`config.mk`:
```
export PLATFORM = sky130hd
export DESIGN_NAME = sigdelta_adc
export DESIGN_NICKNAME = d
export VERILOG_FILES = /design/src/rtl/sigdelta_pkg.sv /design/src/rtl/sigdelta_adc_sync_ff.sv /design/src/rtl/sigdelta_adc.sv
export SDC_FILE = /design/constraint.sdc
export NUM_CORES = 1
export LEC_CHECK = 0
export CORE_MARGIN = 4
export CORE_UTILIZATION = 55
export CTS_BUF_LIST = sky130_fd_sc_hd__clkbuf_16
export DETAILED_ROUTE_END_ITERATION = 10
export PLACE_DENSITY = 0.89
export REMOVE_ABC_BUFFERS = 1
export SLEW_MARGIN = 20
export SYNTH_ARGS = -nofsm -noshare
export SYNTH_HDL_FRONTEND = slang
export SYNTH_HIERARCHICAL = 1
export SYNTH_SLANG_ARGS = --single-unit
```
`constraint.sdc`:
```
create_clock -name clk -period 3.1 [get_ports clk]
set_clock_uncertainty 0.05 [all_clocks]
set_input_delay 0.775 -clock clk [delete_from_list [all_inputs] [get_ports clk]]
set_output_delay 0.775 -clock clk [all_outputs]
set_load 0.005 [all_outputs]
```
`src/rtl/sigdelta_pkg.sv`:
```
// Shared constants for the first-order sigma-delta ADC: FSM encoding and
// default geometry.
package sigdelta_pkg;

  localparam int DEF_SAMPLE_WIDTH = 8;
  localparam int DEF_SYNC_STAGES  = 2;

  typedef enum logic [1:0] {
    ST_IDLE   = 2'd0,
    ST_SETTLE = 2'd1,
    ST_RUN    = 2'd2
  } state_t;

endpackage

```
`src/rtl/sigdelta_adc_sync_ff.sv`:
```
// Multi-flop synchronizer for the asynchronous comparator input.
module sync_ff #(
  parameter int STAGES = 2
) (
  input  logic clk,
  input  logic rst_n,
  input  logic d,
  output logic q
);

  logic [STAGES-1:0] ff;

  always_ff @(posedge clk) begin
    if (!rst_n) ff <= '0;
    else        ff <= {ff[STAGES-2:0], d};
  end

  assign q = ff[STAGES-1];

endmodule

```
`src/rtl/sigdelta_adc.sv`:
```
// First-order sigma-delta ADC: comparator feedback loop plus a boxcar
// decimator producing one saturated sample per 2^SAMPLE_WIDTH cycles.
module sigdelta_adc
  import sigdelta_pkg::*;
#(
  parameter int SAMPLE_WIDTH = DEF_SAMPLE_WIDTH,
  parameter int SYNC_STAGES  = DEF_SYNC_STAGES
) (
  input  logic                    clk,
  input  logic                    rst_n,
  input  logic                    enable,
  input  logic                    comp_in,
  output logic                    fb_out,
  output logic [SAMPLE_WIDTH-1:0] sample,
  output logic                    sample_valid,
  input  logic                    sample_ready,
  output logic                    overrun,
  input  logic                    overrun_clr
);

  localparam int W = SAMPLE_WIDTH;
  localparam logic [W-1:0] CNT_MAX = '1;

  state_t         state, state_nxt;
  logic [W-1:0]   cnt;
  logic [W:0]     acc, acc_sum;
  logic [W-1:0]   result;
  logic           comp_s;
  logic           active, win_end, new_res;

  sync_ff #(.STAGES(SYNC_STAGES)) u_sync (
    .clk   (clk),
    .rst_n (rst_n),
    .d     (comp_in),
    .q     (comp_s)
  );

  // Dropping enable aborts the window on the same edge it is seen.
  always_comb begin
    active  = (state != ST_IDLE) && enable;
    win_end = active && (cnt == CNT_MAX);
    acc_sum = acc + {{W{1'b0}}, comp_s};
    result  = acc_sum[W] ? CNT_MAX : acc_sum[W-1:0];
    new_res = win_end && (state == ST_RUN);
  end

  always_comb begin
    state_nxt = state;
    case (state)
      ST_IDLE:   if (enable) state_nxt = ST_SETTLE;
      ST_SETTLE: if (!enable) state_nxt = ST_IDLE;
                 else if (win_end) state_nxt = ST_RUN;
      ST_RUN:    if (!enable) state_nxt = ST_IDLE;
      default:   state_nxt = ST_IDLE;
    endcase
  end

  always_ff @(posedge clk) begin
    if (!rst_n) begin
      state        <= ST_IDLE;
      cnt          <= '0;
      acc          <= '0;
      fb_out       <= 1'b0;
      sample       <= '0;
      sample_valid <= 1'b0;
      overrun      <= 1'b0;
    end else begin
      state  <= state_nxt;
      cnt    <= active ? cnt + 1'b1 : '0;
      acc    <= (active && !win_end) ? acc_sum : '0;
      fb_out <= active ? comp_s : 1'b0;

      if (new_res) begin
        sample       <= result;
        sample_valid <= 1'b1;
      end else if (sample_valid && sample_ready) begin
        sample_valid <= 1'b0;
      end

      // Setting beats clearing when both land on the same edge.
      if (new_res && sample_valid && !sample_ready) overrun <= 1'b1;
      else if (overrun_clr)                         overrun <= 1'b0;
    end
  end

endmodule

```
==> impl_results.md, run 1 <==
- Die H: around 55 microns
- R2R depth: 6
- Cells after synthesis: 125
- Nets: 154
- Final wirelength: 2.303 mm
- Unrepaired setup endpoints after global routing: false
- Post-CTS Resized: 0
- Die Span X: 54.86 microns
- Fraction of layout cells with a size suffix above 1: 0.07534
- Die area: about 3000 sq um
- Clock tree buffer depth: 2
- Final hold vios: 0
- Critical Path RT: 3.20 ns
- Worst hold path depth: 1
- Hold/Removal Path Class: register to register
- Clock Root Buffer: clkbuf_16
- WS Path Type: input port to register
- ANT nets after route: 0
- Met2 Use GR: 0.2717
- Final Cell Area: ~1500 sq um
- Post-synthesis mux area share: 0.008290
- Synth Area in Compound Gates: 0.1026
- Yosys reg bits: 32
- Iter 0 DRT Violations: 26
- Setup TNS: 0 ns
- Met3 Track Usage GR: 0.1090
- I/O pin count: 17
- Average wire per standard cell: 13.31 microns
- Tmin final: 2.157 ns
- Total Power: slightly below 1000 uW
- Avg Inst Size Synth: 9.659 sq um
- Crit path DAT: about 2.3 ns
- Rel. slew slack: 0.6983
- Area added between synthesis and finish: 28.29%
- Setup Viol. Count Final: 0
- Vias per std cell: ~5.3
- Pin count of the biggest net entering global routing: 15
- Number of H-tree levels: 2
- Vias in the first global route: about 910
- Hold EP: u_sync/ff[1]$_SDFF_PN0_
- Setup bufs post-CTS: 0
- Worst-path clk slew: 0.05 ns
- Met1 usage: 0.2374
- IO Port Bufs: 16
- Ys Warns: 6
- TritonCTS clock tree: built
- Post-synthesis simple-gate area fraction: 0.2062
- DRC viols: 0
- FP Rows: 16
- Gp weighted congestion: 0.8800
- # diodes: 0
- Final std cells w/o fill: 173
- DR pass1 iterations: 4
- Total gr overflow: 0
- Initial core utilization: 0.5972
- Hold_buf cts: 0
- Outcome: completed
- Power Density: around 630 nW/um^2
- Clk_lat worst skew: 0.28 ns
- Synth area leaders: dfxtp_1 53%, nor2_1 6.5%, xnor2_1 5.1%
- Slack of the worst reg-to-reg path: 1.25 ns
- Synth Area in XOR/XNOR: 0.08705
- Final Max Slew Viols: 0
- Final Cycle Share: 0.6958
- Synthesized area: 1207 sq um
- CP endpoint kind: register
- GR peak layer: met2
- Largest family of logic cells by synthesized area: simple AND/OR/NAND/NOR gates
- All-Layer GR Usage: 0.1951
- Post-Synth Adder-Cell Area: 0.03109
- DP Area: ~1400 sq um
- Core area: 2022 sq um
- Hpwl dp: 1.602 mm
- Reg2reg start: u_sync/ff[1]$_SDFF_PN0_
- Slew @ Worst Pin: 0.4492 ns
- Max VDD drop: 0.9233 mV
- Yosys top cell area share: 0.5306
- Netlist cell types: 25
- Fill count: 134
- LEAKAGE: 0.0005716 uW
- Max Fanout on Critical Path: 11
- Setup crit start kind: input port
- Cell taking the most area after synthesis: dfxtp_1
- Sequential share of the synthesized area: 0.5306
- Clock sink total: 32
- Maximum clock frequency: between 400 and 500 MHz
- DR vias: 911
- Placed cells: 165
- First-pass GRT wire length: 3.864 mm
- Worst Min Path Start: u_sync/ff[0]$_SDFF_PN0_
- Initial antenna violation count: 0
- Max cap viols: 0
- Critical R2R Capture: sample[5]$_SDFFE_PN0P_
- Num CTS Buffers: 5
==> worst max path at each step <==
stage           start                endpoint  slack (ns)
2_1_floorplan  enable  sample[0]$_SDFFE_PN0P_        1.36
3_3_place_gp   enable  sample[7]$_SDFFE_PN0P_        0.74
3_5_place_dp   enable  sample[0]$_SDFFE_PN0P_        0.69
4_1_cts        enable  sample[5]$_SDFFE_PN0P_        0.94
5_1_grt        enable  sample[2]$_SDFFE_PN0P_        0.83
6_report       enable  sample[5]$_SDFFE_PN0P_        0.94
==> report_power, final <==
group	internal (uW)	switching [uW]
Sequential	414	1.40
Clock	372	164
Combinational	9.04	7.22
==> layout make-up <==
type                            count  area [sq um]  area share
Clock buffer                        5         125.1     0.08078
Clock inverter                      3         37.54     0.02423
Inverter                            5         18.77     0.01212
Multi-Input combinational cell     84         525.5      0.3393
Sequential cell                    32         640.6      0.4136
Tap cell                           27         33.78     0.02181
Timing Repair Buffer               17         167.7      0.1082
==> kinds of logic after synthesis <==
family                   after synthesis
AND/OR/NAND/NOR                       47
flip-flops                            32
AO/OA/AOI/OAI                         21
XOR/XNOR                              12
buffers and inverters                  9
adder cells (fa/ha/maj)                3
multiplexers                           1
==> state kept, by name, summed over array words and instances, names as in the netlist <==
register / count
sample: 8
u_sync/ff: 2
overrun: 1
cnt: 8
sample_valid: 1
fb_out: 1
state: 2
acc: 9
==> cells in the mapped netlist <==
| master | count |
|---|---|
| and3b_1 | 1 |
| nor2b_1 | 2 |
| buf_4 | 2 |
| ha_1 | 3 |
| a21oi_1 | 8 |
| and4_4 | 1 |
| nor3b_4 | 1 |
| o21ai_0 | 8 |
| xnor2_1 | 7 |
| and2_1 | 3 |
| xor2_1 | 5 |
| o21a_1 | 3 |
| nor3_1 | 2 |
| o211ai_2 | 1 |
| dfxtp_1 | 32 |
| and4b_1 | 1 |
| nand2_1 | 2 |
| mux2i_1 | 1 |
| clkbuf_1 | 2 |
| and3_1 | 4 |
| nand3_1 | 7 |
| nor2_1 | 21 |
| nand4_1 | 2 |
| inv_1 | 5 |
| a31o_2 | 1 |
==> stage by stage <==
step	setup slack [ns]	utilization	hold WS (ns)
2_1_floorplan	1.355	-	0.3618
3_3_place_gp	0.7412	0.6856	0.3670
3_5_place_dp	0.6881	0.6856	0.3768
4_1_cts	0.9441	0.7661	0.3874
5_1_grt	0.8306	0.7661	0.4008
6_report	0.9431	0.7661	0.3821
==> worst max-delay path: stages <==
cell and delay (ns):
clkdlybuf4s50_1 0.52, and3b_1 0.17, and4_4 0.29, nor3b_4 0.36
a21oi_1 0.13
==> routing by layer <==
metal,vias up,wire [microns]
met1,424,1080
met4,0,18
met2,23,1058
li1,460,-
met5,-,0
met3,4,145
==> cells in the final DEF (no fill, tap or decap) <==
cell type        synthesis  routed
clkinv_1                 0       2
clkbuf_16                0       5
nor3b_4                  1       1
ha_1                     3       3
a21oi_1                  8       8
nor2_1                  21      21
a31o_2                   1       1
o211ai_2                 1       1
bufinv_16                0       1
and3_1                   4       4
nor2b_1                  2       2
dfxtp_1                 32      32
buf_4                    2       1
clkdlybuf4s50_1          0      16
and3b_1                  1       1
and4_4                   1       1
nor3_1                   2       2
nand2_1                  2       2
and2_1                   3       3
and4b_1                  1       1
nand3_1                  7       7
nand4_1                  2       2
o21a_1                   3       3
xnor2_1                  7       7
xor2_1                   5       5
o21ai_0                  8       8
inv_1                    5       5
mux2i_1                  1       1
No activity file was read; power rests on OpenSTA's default activity.
==> run 2, diff against run 1 <==
--- a/config.mk
+++ b/config.mk
@@ -6,10 +6,10 @@
 export NUM_CORES = 1
 export LEC_CHECK = 0
 export CORE_MARGIN = 4
-export CORE_UTILIZATION = 55
+export CORE_UTILIZATION = 47
 export CTS_BUF_LIST = sky130_fd_sc_hd__clkbuf_16
 export DETAILED_ROUTE_END_ITERATION = 10
-export PLACE_DENSITY = 0.89
+export PLACE_DENSITY = 0.82
 export REMOVE_ABC_BUFFERS = 1
 export SLEW_MARGIN = 20
 export SYNTH_ARGS = -nofsm -noshare
==> constraint.sdc (replaced) <==
create_clock -name clk -period 1.8 [get_ports clk]
set_clock_uncertainty 0.05 [all_clocks]
set_input_delay 0.45 -clock clk [delete_from_list [all_inputs] [get_ports clk]]
set_output_delay 0.45 -clock clk [all_outputs]
set_load 0.005 [all_outputs]
==> impl_results.md, run 2 (synthesized netlist as in run 1, its figures left out) <==
- All-Layer GR Usage: 0.1601 (-0.03500)
- Worst setup margin: 0.09871 ns (-0.8444 ns)
- Initial antenna violation count: 0 (unchanged)
- Core area: 2455 sq um (+21%)
- Slew @ Worst Pin: 0.2392 ns (-0.2100 ns)
- WS Path Type: register to register
- FP Rows: 18 (+2)
- Die H: 58.69 microns (+7.0%)
- Reg2reg start: u_sync/ff[1]$_SDFF_PN0_
- Average wire per standard cell: 12.77 microns (-4.1%)
- Worst-path clk slew: 0.05 ns (about the same)
- Number of H-tree levels: 2 (unchanged)
- Critical R2R Capture: sample[7]$_SDFFE_PN0P_
- Power Density: 941.5 nW/um^2 (+51%)
- Hold/Removal Path Class: register to register
- Gp weighted congestion: 0.8407 (-4.5%)
- Total gr overflow: 0 (unchanged)
- Tmin final: 1.701 ns
- Final Cycle Share: 0.9452
- CP endpoint kind: register
- Area added between synthesis and finish: 33.37%
- Max cap viols: 0 (unchanged)
- Max VDD drop: 0.8726 mV (-5.5%)
- Final hold vios: 0 (unchanged)
- Top flop regs: acc x9, cnt x8, sample x8
- Setup crit start kind: register
- R2R depth: 7 (+1)
- Final wirelength: 2.363 mm (+2.6%)
- Vias per std cell: 5.162 (-2.0%)
- Largest register FFs: 9 (unchanged)
- First-pass GRT wire length: 3.933 mm (+1.8%)
- Clk_lat worst skew: 0.27 ns (about the same)
- Critical Path RT: 1.90 ns (-1.30 ns)
- Clock sink total: 32 (unchanged)
- Hpwl dp: 1.659 mm (+3.6%)
- IO Port Bufs: 16 (unchanged)
- Worst Min Path Start: cnt[0]$_SDFF_PN0_
- Crit path DAT: 1.81 ns (-0.45 ns)
- Final Max Slew Viols: 0 (unchanged)
- Worst hold path depth: 1 (unchanged)
- Maximum clock frequency: 587.8 MHz
- Iter 0 DRT Violations: 29 (+12%)
- Placed cells: 176 (+6.7%)
- Nets: 164 (+6.5%)
- Initial core utilization: 0.4918 (-0.1053)
- Die Span X: 58.69 microns (+7.0%)
- Clock Root Buffer: clkbuf_16
- DRC viols: 0 (unchanged)
- DR pass1 iterations: 4 (unchanged)
- Setup Viol. Count Final: 0 (unchanged)
- TritonCTS clock tree: built
- Fill count: 195 (+46%)
- ANT nets after route: 0 (unchanged)
- DR vias: 955 (+4.8%)
- Most common cell after layout, fill and taps aside: dfxtp_1
- Slack of the worst reg-to-reg path: 0.1 ns (-1.15 ns)
- Commonest non-fill, non-tap cells in the layout: 31 x dfxtp_1, 21 x nor2_1, 16 x clkdlybuf4s50_1
- Outcome: completed
- Setup TNS: 0 ns (unchanged)
- Vias in the first global route: 915 (+0.88%)
- Finished Core Util: 0.6560 (-0.1101)
- Max Fanout on Critical Path: 8 (-3)
- Biggest register: acc
- Fraction of layout cells with a size suffix above 1: 0.1484 (+0.07304)
- Worst hold slack: 0.3839 ns (+0.001734 ns)
- Num CTS Buffers: 5 (unchanged)
- Pin count of the biggest net entering global routing: 15 (unchanged)
- I/O pin count: 17 (unchanged)
- Pre-CTS setup slack: -0.1034 ns (-0.7915 ns)
- LEAKAGE: 0.0006058 uW (+6.0%)
- Clock tree buffer depth: 2 (unchanged)
- # diodes: 0 (unchanged)
- Final std cells w/o fill: 185 (+6.9%)
- Hold EP: cnt[0]$_SDFF_PN0_
- Unrepaired setup endpoints after global routing: false
- Die area: 3444 sq um (+14%)
- Rel. slew slack: 0.8394 (+0.1412)
## run 2: worst max path at each step
stage / endpoint / start / slack, ns / depth (start not counted)
after floorplan: sample[0]$_SDFFE_PN0P_ / u_sync/ff[1]$_SDFF_PN0_ / 0.18 / 6
after global placement: sample[6]$_SDFFE_PN0P_ / enable / -0.09 / 6
after detailed placement: sample[7]$_SDFFE_PN0P_ / enable / -0.10 / 6
after CTS: sample[7]$_SDFFE_PN0P_ / u_sync/ff[1]$_SDFF_PN0_ / 0.03 / 7
after global routing: sample[6]$_SDFFE_PN0P_ / u_sync/ff[1]$_SDFF_PN0_ / 0.000008 / 8
final: sample[7]$_SDFFE_PN0P_ / u_sync/ff[1]$_SDFF_PN0_ / 0.1 / 7
## run 2: area by class of cell
class                           count  area (sq um)  area share
Multi-Input combinational cell     84         533.0      0.3310
Tap cell                           30         37.54     0.02331
Clock inverter                      2         7.507    0.004662
Inverter                            5         18.77     0.01166
Timing Repair Buffer               27         246.5      0.1531
Sequential cell                    32         641.9      0.3986
Clock buffer                        5         125.1     0.07770
## run 2: critical path, stage by stage, from the launching register on
cell	delay (ns)
dfxtp_2	0.33
ha_2	0.19
ha_1	0.17
nand4_1	0.16
o21a_1	0.26
nor3b_4	0.20
buf_6	0.15
a21oi_1	0.07
## run 2: where the power goes
group	switching (uW)	internal, uW
registers	2.78	714
logic	13.4	17.6
clock network	275	493
total	292	1220
## run 2: metal layers
layer / wire length, microns / GRT usage / vias to the layer above
met5: 0 / 0 / -
met4: 51 / 0.08738 / 0
met3: 170 / 0.08114 / 7
met2: 1101 / 0.2520 / 25
met1: 1039 / 0.1751 / 445
li1: - / - / 478
## run 2: what timing repair did
item                                    CTS  global route
hold buffers                              0             0
buffers inserted                          0             2
gates resized for setup                   0             4
endpoints found under the setup margin    0             8
## run 2: through the flow
step	cell area, sq um	power, uW
final	1610	1516
after global routing	1610	1572
after CTS	1583	1524
after detailed placement	1450	761.7
after global placement	1450	760.1
after floorplan	1185	738.1
